<file path="config.mk">
export PLATFORM = sky130hd
export DESIGN_NAME = quant_align
export DESIGN_NICKNAME = d
export VERILOG_FILES = /design/src/rtl/quant_pkg.sv /design/src/rtl/quant_align_lane.sv /design/src/rtl/quant_align.sv
export SDC_FILE = /design/constraint.sdc
export NUM_CORES = 1
export LEC_CHECK = 0
export CAP_MARGIN = 20
export CORE_MARGIN = 5
export CORE_UTILIZATION = 54
export CTS_CLUSTER_SIZE = 12
export DETAILED_ROUTE_END_ITERATION = 10
export GPL_TIMING_DRIVEN = 0
export HOLD_SLACK_MARGIN = 0.1
export PLACE_DENSITY = 0.81
export SYNTH_ARGS = -nofsm -noshare
export SYNTH_HDL_FRONTEND = slang
export SYNTH_SLANG_ARGS = --single-unit
</file>
<file path="constraint.sdc">
create_clock -name clk -period 3.3 [get_ports clk]
set_clock_uncertainty 0.15 [all_clocks]
set_input_delay 0.66 -clock clk [delete_from_list [all_inputs] [get_ports clk]]
set_output_delay 0.66 -clock clk [all_outputs]
set_load 0.02 [all_outputs]
</file>
<file path="src/rtl/quant_pkg.sv">
// quant_pkg: shared definitions for the fp32-to-fixed aligner.
//   EXP_MSB/EXP_LSB/MANT_W : fp32 field positions
//   lane_cls_t             : per-lane classification carried from S1 to S2
//   unit_word()            : fixed-point image of 1.mmax for a given OUT_W
package quant_pkg;

    localparam int EXP_MSB = 30;
    localparam int EXP_LSB = 23;
    localparam int MANT_W  = 23;

    typedef enum logic [1:0] {
        ZERO,   // exponent field zero (zero or denormal)
        OVF,    // exponent above the tensor maximum: saturate
        UNF,    // shifted entirely below the output window
        NORM    // regular aligned value
    } lane_cls_t;

    // {2'b01, mmax, (out_w-25) zeros}, returned wide; caller truncates to OUT_W.
    function automatic logic [63:0] unit_word(input logic [MANT_W-1:0] mmax,
                                              input int out_w);
        return 64'({2'b01, mmax}) << (out_w - 25);
    endfunction

endpackage

</file>
<file path="src/rtl/quant_align_lane.sv">
// quant_align_lane: classification and alignment datapath for one lane.
// Stage S1 captures class, shift distance d and mantissa; stage S2 performs
// the barrel shift and registers the aligned magnitude and flags.
// Ports:
//   clk, rst        clock, synchronous active-high reset
//   s1_load/s2_load stage advance enables from the top-level handshake
//   act             fp32 activation for this lane
//   emax            tensor-max exponent in force when the beat is accepted
//   mag, ovf, unf   registered aligned magnitude, saturation and underflow flags
//   sign            registered act[31] (only with QUANT_SIGN_EN)
module quant_align_lane
    import quant_pkg::*;
#(
    parameter int OUT_W = 32
) (
    input  logic             clk,
    input  logic             rst,
    input  logic             s1_load,
    input  logic             s2_load,
    input  logic [31:0]      act,
    input  logic [7:0]       emax,
    output logic [OUT_W-1:0] mag,
    output logic             ovf,
    output logic             unf
`ifdef QUANT_SIGN_EN
    ,
    output logic             sign
`endif
);

    localparam int         W   = OUT_W - 24;
    localparam logic [8:0] WIN = 9'(W);

    logic [7:0] exp_in;
    logic [8:0] d_in;
    lane_cls_t  cls_in;

    assign exp_in = act[EXP_MSB:EXP_LSB];
    // Only meaningful when exp_in <= emax, so the 9-bit difference is non-negative.
    assign d_in   = {1'b0, emax} - {1'b0, exp_in};

    always_comb begin
        if (exp_in == 8'd0)
            cls_in = ZERO;
        else if (exp_in > emax)
            cls_in = OVF;
        else if (d_in > WIN)
            cls_in = UNF;
        else
            cls_in = NORM;
    end

    // ---------------- S1 ----------------
    lane_cls_t         s1_cls_reg;
    logic [8:0]        s1_d_reg;
    logic [MANT_W-1:0] s1_mant_reg;

    always_ff @(posedge clk) begin
        if (rst) begin
            s1_cls_reg  <= ZERO;
            s1_d_reg    <= '0;
            s1_mant_reg <= '0;
        end else if (s1_load) begin
            s1_cls_reg  <= cls_in;
            s1_d_reg    <= d_in;
            s1_mant_reg <= act[MANT_W-1:0];
        end
    end

    // ---------------- S2 ----------------
    logic [OUT_W-1:0] aligned;
    logic [OUT_W-1:0] mag_next;

    // Hidden 1 sits at bit OUT_W-1 before shifting; d <= W keeps it in range.
    assign aligned = {1'b1, s1_mant_reg, {W{1'b0}}} >> s1_d_reg;

    always_comb begin
        mag_next = '0;
        case (s1_cls_reg)
            OVF:     mag_next = '1;
            NORM:    mag_next = aligned;
            default: mag_next = '0;
        endcase
    end

    always_ff @(posedge clk) begin
        if (rst) begin
            mag <= '0;
            ovf <= 1'b0;
            unf <= 1'b0;
        end else if (s2_load) begin
            mag <= mag_next;
            ovf <= (s1_cls_reg == OVF);
            unf <= (s1_cls_reg == UNF);
        end
    end

`ifdef QUANT_SIGN_EN
    logic s1_sign_reg;

    always_ff @(posedge clk) begin
        if (rst) begin
            s1_sign_reg <= 1'b0;
            sign        <= 1'b0;
        end else begin
            if (s1_load)
                s1_sign_reg <= act[31];
            if (s2_load)
                sign <= s1_sign_reg;
        end
    end
`else
    // Sign is dropped when the sign output is not built.
    logic unused_sign;
    assign unused_sign = act[31];
`endif

endmodule

</file>
<file path="src/rtl/quant_align.sv">
// quant_align: pipelined fp32-to-fixed aligner, LANES activations per beat.
// Two stages (S1 classify, S2 shift) with a combinational ready chain.
// Optional feature macro: QUANT_SIGN_EN adds the o_sign output.
// Ports:
//   clk, rst                    clock, synchronous active-high reset
//   i_max_we, i_max             load fp32 per-tensor maximum (sign ignored)
//   i_valid, i_ready, i_act     input beat handshake and activations
//   o_valid, o_ready            output beat handshake
//   o_act, o_unit, o_ovf        aligned magnitudes, unit word, saturation flags
//   o_ovf_cnt, o_unf_cnt        saturating lane counters, cleared by i_max_we
//   o_sign                      per-lane sign (QUANT_SIGN_EN only)
module quant_align
    import quant_pkg::*;
#(
    parameter int LANES = 4,
    parameter int OUT_W = 32,
    parameter int CNT_W = 16
) (
    input  logic                   clk,
    input  logic                   rst,
    input  logic                   i_max_we,
    input  logic [31:0]            i_max,
    input  logic                   i_valid,
    output logic                   i_ready,
    input  logic [32*LANES-1:0]    i_act,
    output logic                   o_valid,
    input  logic                   o_ready,
    output logic [OUT_W*LANES-1:0] o_act,
    output logic [OUT_W-1:0]       o_unit,
    output logic [LANES-1:0]       o_ovf,
    output logic [CNT_W-1:0]       o_ovf_cnt,
    output logic [CNT_W-1:0]       o_unf_cnt
`ifdef QUANT_SIGN_EN
    ,
    output logic [LANES-1:0]       o_sign
`endif
);

    localparam int POP_W = $clog2(LANES + 1);

    // ---------------- max register ----------------
    logic [7:0]        emax_reg;
    logic [MANT_W-1:0] mmax_reg;
    logic              unused_max_sign;

    assign unused_max_sign = i_max[31];

    always_ff @(posedge clk) begin
        if (rst) begin
            emax_reg <= '0;
            mmax_reg <= '0;
        end else if (i_max_we) begin
            emax_reg <= i_max[EXP_MSB:EXP_LSB];
            mmax_reg <= i_max[MANT_W-1:0];
        end
    end

    // ---------------- handshake / stage valids ----------------
    logic s1_valid_reg;
    logic s2_valid_reg;
    logic s1_load;
    logic s2_load;

    assign s2_load = ~s2_valid_reg | o_ready;
    assign s1_load = ~s1_valid_reg | s2_load;
    assign i_ready = s1_load & ~rst;
    assign o_valid = s2_valid_reg & ~rst;

    // mmax travels with the beat so o_unit matches the emax used for alignment.
    logic [MANT_W-1:0] s1_mmax_reg;
    logic [OUT_W-1:0]  unit_reg;

    always_ff @(posedge clk) begin
        if (rst) begin
            s1_valid_reg <= 1'b0;
            s2_valid_reg <= 1'b0;
            s1_mmax_reg  <= '0;
            unit_reg     <= '0;
        end else begin
            if (s1_load) begin
                s1_valid_reg <= i_valid;
                s1_mmax_reg  <= mmax_reg;
            end
            if (s2_load) begin
                s2_valid_reg <= s1_valid_reg;
                unit_reg     <= OUT_W'(unit_word(s1_mmax_reg, OUT_W));
            end
        end
    end

    assign o_unit = unit_reg;

    // ---------------- lanes ----------------
    logic [LANES-1:0] unf_vec;

    generate
        for (genvar gi = 0; gi < LANES; gi++) begin : g_lane
            quant_align_lane #(
                .OUT_W (OUT_W)
            ) u_lane (
                .clk     (clk),
                .rst     (rst),
                .s1_load (s1_load),
                .s2_load (s2_load),
                .act     (i_act[32*gi +: 32]),
                .emax    (emax_reg),
                .mag     (o_act[OUT_W*gi +: OUT_W]),
                .ovf     (o_ovf[gi]),
                .unf     (unf_vec[gi])
`ifdef QUANT_SIGN_EN
                ,
                .sign    (o_sign[gi])
`endif
            );
        end
    endgenerate

    // ---------------- statistics ----------------
    logic [POP_W-1:0] ovf_pop;
    logic [POP_W-1:0] unf_pop;
    logic [CNT_W:0]   ovf_sum;
    logic [CNT_W:0]   unf_sum;
    logic [CNT_W-1:0] ovf_cnt_reg;
    logic [CNT_W-1:0] unf_cnt_reg;

    always_comb begin
        ovf_pop = '0;
        unf_pop = '0;
        for (int k = 0; k < LANES; k++) begin
            ovf_pop = ovf_pop + POP_W'(o_ovf[k]);
            unf_pop = unf_pop + POP_W'(unf_vec[k]);
        end
    end

    assign ovf_sum = {1'b0, ovf_cnt_reg} + (CNT_W+1)'(ovf_pop);
    assign unf_sum = {1'b0, unf_cnt_reg} + (CNT_W+1)'(unf_pop);

    // Clear on a new max takes priority over a same-cycle increment.
    always_ff @(posedge clk) begin
        if (rst || i_max_we) begin
            ovf_cnt_reg <= '0;
            unf_cnt_reg <= '0;
        end else if (o_valid && o_ready) begin
            ovf_cnt_reg <= ovf_sum[CNT_W] ? '1 : ovf_sum[CNT_W-1:0];
            unf_cnt_reg <= unf_sum[CNT_W] ? '1 : unf_sum[CNT_W-1:0];
        end
    end

    assign o_ovf_cnt = ovf_cnt_reg;
    assign o_unf_cnt = unf_cnt_reg;

endmodule

</file>
After elaboration in Yosys (flattened, before gate mapping)
Cells that the tools add are included.

Equality and inequality tests: 12. Magnitude comparators: 8. Bitwise operators: 7. Muxes and demuxes: 18. Add/subtract/negate cells: 12. Reduce and logical (&&, ||, !) cells: 6. Shifts and indexed selects: 4.

Operators with widths (count): one-hot mux 32 bit (2 select lines) (4); >> shifter 32 x 9 -> 32 bit (4); > comparator 9 x 4 -> 1 bit (second input constant) (4); subtractor 8 x 8 -> 9 bit (4); adder 16 x 3 -> 17 bit (2); > comparator 8 bit (4); logical NOT 8 bit (4); 2-to-1 mux 16 bit (2); equality test 2 bit (second input constant) (8); 2-to-1 mux 2 bit (8); equality test 2 x 1 -> 1 bit (second input constant) (4); adder 2 x 1 -> 3 bit (2); adder 3 x 1 -> 3 bit (2); adder 1 x 1 -> 2 bit (2); 2-to-1 mux 1 bit (4); NOT 1 bit (3); bitwise AND 1 bit (2); OR 1 bit (2); logical AND 1 bit (1); logical OR 1 bit (1).

Word-level logic and storage cells: 99. Input bits: 165. Output and inout port bits: 198. Bits in registers: 384.

Logic depth before layout (Yosys ltp)
Gate-level depths: netlist (run 1).

Word-level depth: 5. Depth in mapped cells: 10. Gate-level depth less buffers: 10.

By module
Synthesis (run 1) repeated with hierarchy kept, for this count alone.

Cell total of the unflattened synthesis: 2643. Area, all modules: 22377.7 um^2.

By module, submodules not included: quant_align_lane at g_lane[2].u_lane ... (area each 4523.1 um^2, cells each 536, sequential area each 1361.3 um^2, instances 2); quant_align_lane at g_lane[0].u_lane ... (area each 4410.5 um^2, cells each 526, sequential area each 1361.3 um^2, instances 2); quant_align (area each 4510.6 um^2, cells each 519, sequential area each 2242.2 um^2, instances 1).

Worst setup path after synthesis (run 1)
Ideal clock, no wire load.

Path kind: input to register. From: in i_act[87]. To: reg g_lane[2].u_lane.s1_cls_reg[0]. Path slack: 615 ps. Library setup time: 73 ps. Path buffers: 0. Arrival time: 2462 ps. Data required time: 3077 ps. Stages: 9. Cells stage by stage: ha_1 > inv_1 > fa_1 > a211oi_1 > nor2_1 > xor2_1 > a221o_1 > a2111o_1 > o211ai_2.

Cells in the longest elaborated chain, start to end: 5. Elaborated cells on any way between the ends: 7. Classes of those cells: add/sub: 1; order compare: 2; mux: 3; reduce/logical: 1.

Ends and longest elaborated chain: from (decl) (RTL line quant_align.sv:25) `input logic [32*LANES-1:0] i_act,`; subtractor 8 x 8 -> 9 bit (RTL line quant_align_lane.sv:40) `assign d_in = {1'b0, emax} - {1'b0, exp_in};`; > comparator 9 x 4 -> 1 bit (RTL line quant_align_lane.sv:47) `else if (d_in > WIN)`; 2-to-1 mux 1 bit (RTL line quant_align_lane.sv:47); 2-to-1 mux 2 bit (RTL line quant_align_lane.sv:45) `else if (exp_in > emax)`; 2-to-1 mux 2 bit (*) (RTL line quant_align_lane.sv:43) `if (exp_in == 8'd0)`; to (signal assigned) (RTL line quant_align_lane.sv:64) `s1_cls_reg <= cls_in;`; to (decl) (RTL line quant_align_lane.sv:54) `lane_cls_t s1_cls_reg;`.

Mark *: on every way between the ends. The rest lies on a longest branch, timed or not. A chain may end at the register's enable or synchronous reset.

Worst setup path after layout (run 1)
From: in o_ready. To: reg g_lane[2].u_lane.mag[4].

Cells in the longest elaborated chain, start to end: 1.

Ends and longest elaborated chain: from (decl) (RTL line quant_align.sv:27) `input logic o_ready,`; OR 1 bit (RTL line quant_align.sv:64) `assign s2_load = ~s2_valid_reg | o_ready;`; to (signal assigned) (RTL line quant_align_lane.sv:92) `mag <= mag_next;`; to (decl) (RTL line quant_align_lane.sv:22) `output logic [OUT_W-1:0] mag,`.

Every way passes these cells.

==> results of run 1 <==
[power groups by stage]
stage / clock, mW / sequential, mW / combinational, mW
6_report: 4.71 / 5.34 / 3.98
5_1_grt: 4.84 / 5.35 / 4.17
4_1_cts: 4.66 / 5.31 / 3.85
3_5_place_dp: 0 / 5.41 / 3.82
3_3_place_gp: 0 / 5.38 / 3.78
2_1_floorplan: 0 / 5.50 / 2.15
[what timing repair did]
item,4_1_cts,5_1_grt
endpoints found under the hold margin,0,0
gates resized for setup,12,10
setup endpoints to repair,154,18
hold buffers,0,0
[through the flow]
step                      TNS [ps]  total power, mW  area (sq um)  hold slack, ps  instances
after floorplan                  0            7.650         21960           281.9       2735
after global placement     -153220            9.170         26100           287.7       3607
after detailed placement   -165020            9.224         26100           293.4       3608
after CTS                        0            13.82         27450           308.3       3679
after global routing             0            14.36         27470           326.6       3680
final                       -343.7            14.02         27480           310.1       3684
[cells by family (layout without fill, tap and decap cells)]
family	count (synthesis)	in the layout	synth area share (%)
buffers and inverters	301	721	6.040
xor gates and xnor gates	33	33	1.317
DFF	384	384	35.04
muxes	213	213	13.36
adders and majority gates	44	44	2.852
and+or+nand+nor	993	993	19.82
other	1	12	0.01709
AOI/OAI and AO/OA	759	759	21.55
[area by class of cell]
class | instances | area, sq um | share of cell area, %
inverters | 68 | 255.2 | 0.9289
multi-input cells | 2050 | 12960 | 47.17
clock buffers | 59 | 1206 | 4.390
repair buffers | 349 | 3488 | 12.70
clock inverters | 12 | 116.4 | 0.4235
diodes | 4 | 10.01 | 0.03643
plain buffers | 233 | 1095 | 3.984
flip-flops and latches | 384 | 7687 | 27.98
well taps | 525 | 656.9 | 2.391
[placed cells by master, fill, tap and decap left out, types with 45 or more instances in the layout]
| cell type | synthesis | final |
|---|---|---|
| nand3_1 | 58 | 58 |
| clkbuf_1 | 159 | 157 |
| dfxtp_1 | 384 | 384 |
| inv_1 | 63 | 63 |
| a221oi_1 | 45 | 45 |
| nor2_1 | 226 | 226 |
| mux4_2 | 61 | 61 |
| nand2_1 | 460 | 459 |
| nor3_1 | 99 | 99 |
| a31oi_1 | 46 | 46 |
| mux2i_1 | 123 | 123 |
| a21oi_1 | 328 | 328 |
| o21ai_0 | 107 | 107 |
| clkdlybuf4s50_1 | 0 | 346 |
[metal layers]
| metal | share of wire, % | vias up | global-route usage [%] |
|---|---|---|---|
| li1 | - | 10651 | - |
| met4 | 6.5 | 4 | 22.99 |
| met3 | 13 | 430 | 10.15 |
| met1 | 37 | 11828 | 53.94 |
| met2 | 44 | 2041 | 65.74 |
| met5 | 0.034 | - | 0 |
[worst max-delay path by stage]
| stage | to | startpoint | slack [ps] |
|---|---|---|---|
| after detailed placement | g_lane[3].u_lane.s1_mant_reg[20]$_SDFFE_PP0N_ | o_ready | -1080 |
| after global placement | g_lane[1].u_lane.s1_mant_reg[3]$_SDFFE_PP0N_ | o_ready | -970 |
| final | g_lane[2].u_lane.mag[4]$_SDFFE_PP0P_ | o_ready | -100 |
| after floorplan | g_lane[2].u_lane.s1_cls_reg[0]$_SDFFE_PP0N_ | i_act[87] | 620 |
| after CTS | i_ready | o_ready | 20 |
| after global routing | g_lane[2].u_lane.mag[4]$_SDFFE_PP0P_ | o_ready | 10 |
[critical path: stages]
cell,delay (ps)
clkdlybuf4s50_1,470
nor2b_2,390
buf_2,410
buf_2,380
buf_1,820
nor3_1,160
o2111ai_1,240
o211ai_1,140
==> impl_metrics.toml, run 1 <==
[clock_tree]
clk_pin_slew_worst_paths_ps = 70
clock_sinks = 384
clkLatencyLatePin_ps = 590
clockBufferDepth = 3
post_cts_buffers = 0
cts_buffers = 42
root_buffer = "clkbuf_16"
h-tree-depth = 2
cts_tree = "yes"

[finish]
fillerInstances = 3107
area_growth_pct = 25.25
drive_gt1_share_pct = 7.670
final_net_count = 3337
largest_reg_flops = 128
utilization_pct = 68.68

[die]
rows = 73
initial_core_util_pct = 54.84
dieWidth_um = 211.6
core-area_sq_um = 40010
dieArea_sq_um = 44760
io_pins = 363
die_h_um = 211.6

[pwr]
internal_power_mw = 9.219
power_frac_comb_pct = 28.3
powerDensity_nw_per_um2 = 510.4
clkPwrFrac_pct = 33.6
p_sw_share_pct = 34.26
p_sw_mw = 4.805
power_leakage_nw = 10.33
seq_power_share_pct = 38.0
ir_worst_vdd_v = 0.0004796

[sta]
slew_headroom_pct = 16.11
slew_violations = 0
worstMarginPinSlew_ps = 1258
post-route-period-util_pct = 102.9
setup_slack_ps = -95.59
period_needed_ps = 3396
setup_viol = 12
hold_viol = 0
fmaxAchievable_mhz = 294.5
rsz0062_at_grt = "false"

[critical_path]
critical_path.max_fanout = 10
path_class = "input pin to flip-flop"
crit_required_ps = 3590
critical_path_arrival_ps = 3690
worstReg2RegStart = "s2_valid_reg$_SDFFE_PP0P_"
r2r-end = "g_lane[2].u_lane.mag[4]$_SDFFE_PP0P_"
r2r_slack_ps = 30
startpoint_type = "input pin"
reg2reg_depth = 7
end_kind = "flip-flop"

[yosys]
synthArstFlopShare_pct = 0
synth.most_common_cell = "nand2_1"
ys.flop_type = "dfxtp_1"
yosys.cell_types.count = 83
synthCells = 2728
yosys.area.top_type = "dfxtp_1"
synth_area_sq_um = 21940
synth_top_cell_area_share_pct = 35.04
ys_ff_latch = 384
synth_common_cells = "460 x nand2_1, 384 x dfxtp_1, 328 x a21oi_1, 226 x nor2_1, 159 x clkbuf_1"
synth.avg_cell_area_sq_um = 8.042
synthTopCellsByArea = "dfxtp_1 35%, nand2_1 7.9%, a21oi_1 7.5%, mux4_2 6.3%, mux2i_1 5.6%"
synth_edf_count = 0
yosysSeqAreaShare_pct = 35.04
yosysWarnings = 0

[worst_hold_path]
worstHoldEndpoint = "s1_mmax_reg[0]$_SDFFE_PP0N_"
hold_path_class = "flip-flop to flip-flop"
min_path_cells = 2
holdCritStartpoint = "s1_mmax_reg[0]$_SDFFE_PP0N_"

[global_route]
grt_pass1_wl_um = 146200
grt_max_degree = 13
antenna_found_initial = 2
grt_pass1_vias = 23861
track_usage_pct = 42.11
grt_overflow = 0

[route]
via_count = 24954
drt_iter0_markers = 3593
drt_pass1_iterations = 8
routed_via_density = 6.774
route.antenna.remaining_nets = 0
drc_errors = 0
drt-total-wl_um = 99710
routedWlPerCell_um = 27.07

[outcome]
status = "complete, but fails checks"
violations = "setup timing"

[placement]
port_buffers = 347
place_ws_ps = -1082
dp_hpwl_um = 74340
gp_congestion = 1.009

[job]
cap_viol_max_count = 0
Note: power is estimated with default switching activity, not from simulation.
==> run 2: changes to the inputs <==
--- a/config.mk
+++ b/config.mk
@@ -8,11 +8,11 @@
 export CAP_MARGIN = 20
 export CORE_MARGIN = 5
 export CORE_UTILIZATION = 54
+export CTS_CLUSTER_DIAMETER = 40
 export CTS_CLUSTER_SIZE = 12
 export DETAILED_ROUTE_END_ITERATION = 10
-export GPL_TIMING_DRIVEN = 0
 export HOLD_SLACK_MARGIN = 0.1
-export PLACE_DENSITY = 0.81
+export PLACE_DENSITY = 0.78
 export SYNTH_ARGS = -nofsm -noshare
 export SYNTH_HDL_FRONTEND = slang
 export SYNTH_SLANG_ARGS = --single-unit
==> run 2 against run 1 <==
Effect of this change: the run now ends clean; wire length decreased by 26%; cell count decreased by 3.0%; largest power group is now the clock network; first-iteration DRC count decreased by 40%; sequential share of layout area decreased by 0.39 points; via count decreased by 11%; combinational power decreased by 10%; critical path depth decreased by 4; clock power increased by 40%; total power increased by 11%.
==> impl_metrics.toml, run 2 (synthesis results as in run 1) <==
[outcome]
status = "completed"

[finish]
fillerInstances = 3303
final_common_cell = "nand2_1"
area_growth_pct = 27.13
fin_area_sq_um = 27890
mostFrequentLayoutCells = "459 x nand2_1, 379 x dfxtp_1, 347 x clkdlybuf4s50_1, 328 x a21oi_1, 226 x nor2_1"
drive_gt1_share_pct = 10.15
largest_reg_flops = 128
final_net_count = 3209

[clock_tree]
root_buffer = "clkbuf_16"
clk_pin_slew_worst_paths_ps = 50
clockBufferDepth = 3
h-tree-depth = 2
cts_buffers = 54
cts_resized = 0
cts_tree = "yes"
post_cts_buffers = 0
clkLatencyLatePin_ps = 600
holdBufCountCts = 0
clock_sinks = 384

[sta]
worstMarginPinSlew_ps = 866.5
setup_viol = 0
period_needed_ps = 3093
slew_violations = 0
fmaxAchievable_mhz = 323.3
slew_headroom_pct = 42.02
hold_viol = 0
rsz0062_at_grt = "false"
post-route-period-util_pct = 93.73

[critical_path]
r2r_slack_ps = 360
path_class = "input pin to output pin"
critical_path.max_fanout = 5
critical_path_arrival_ps = 2280
startpoint_type = "input pin"
crit_required_ps = 2490
end_kind = "output pin"

[placement]
place_area_sq_um = 25800
gp_congestion = 0.9664
dp_hpwl_um = 54500
port_buffers = 349

[die]
initial_core_util_pct = 54.84
rows = 73
io_pins = 363
dieWidth_um = 211.6
dieArea_sq_um = 44760
core-area_sq_um = 40010
die_h_um = 211.6

[global_route]
track_usage_pct = 31.41
antenna_found_initial = 6
grt_max_degree = 81
grt_pass1_wl_um = 115200
grt_pass1_vias = 21135
grt_overflow = 0

[route]
routed_via_density = 6.194
drc_errors = 0
route.antenna.remaining_nets = 0
routedWlPerCell_um = 20.65
drt-total-wl_um = 73790
drt_pass1_iterations = 5
drt_iter0_markers = 2138
via_count = 22139

[pwr]
p_total_mw = 15.55
ir_worst_vdd_v = 0.0005569
power_leakage_nw = 10.64
powerDensity_nw_per_um2 = 557.6

[job]
cap_viol_max_count = 0

[worst_hold_path]
hold_path_class = "flip-flop to flip-flop"
-- run 2: layer usage --
layer	global-route usage (%)	vias to the layer above	share of wire, %
met3	7.054	167	9.2
met5	0	-	0.037
li1	-	10394	-
met4	11.53	4	3.3
met1	42.29	10566	42
met2	49.81	1008	46
-- run 2: worst max-delay path, stage by stage --
cell and delay [ps]:
clkdlybuf4s50_1 500, and3b_4 240, nor2_2 140, clkdlybuf4s50_1 750
-- run 2: where the power goes --
part / leakage (nW) / internal, mW / switching [mW] / total, mW
Combinational: 6.44 / 1.54 / 2.04 / 3.57
Clock: 1.02 / 4.29 / 2.29 / 6.58
Sequential: 3.18 / 5.00 / 0.408 / 5.40
-- run 2: cell type report --
type	count	area, sq um	share of cell area, %
Clock inverter	35	544.3	1.951
Inverter	68	255.2	0.9152
Tap cell	525	656.9	2.355
Timing Repair Buffer	442	4217	15.12
Multi-Input combinational cell	2050	12970	46.52
Antenna cell	4	10.01	0.03589
Sequential cell	384	7694	27.59
Clock buffer	66	1540	5.522
-- run 2: path summary, 6_finish.rpt --
check / from / end / depth (start not counted)
worst min register to register: g_lane[1].u_lane.unf$_SDFFE_PP0P_ / g_lane[1].u_lane.unf$_SDFFE_PP0P_ / 2
worst max register to register: o_ovf_cnt[0]$_SDFFE_PP0P_ / o_ovf_cnt[2]$_SDFFE_PP0P_ / 8
worst min-delay path: g_lane[1].u_lane.unf$_SDFFE_PP0P_ / g_lane[1].u_lane.unf$_SDFFE_PP0P_ / 2
worst max-delay path: o_ready / i_ready / 4
-- run 2: through the flow --
| step | util [%] | std cells | TNS [ps] | hold slack [ps] | worst slack, ps |
|---|---|---|---|---|---|
| floorplan | - | 2735 | 0 | 281.9 | 615.1 |
| global route | 69.72 | 3574 | 0 | 323.3 | 169.3 |
| CTS | 69.69 | 3570 | 0 | 301.1 | 221.8 |
| global placement | 64.48 | 3469 | 0 | 287.4 | 20.24 |
| finish | 69.72 | 3574 | 0 | 300.4 | 206.9 |
| detailed placement | 64.48 | 3469 | -27.67 | 293.7 | -27.67 |
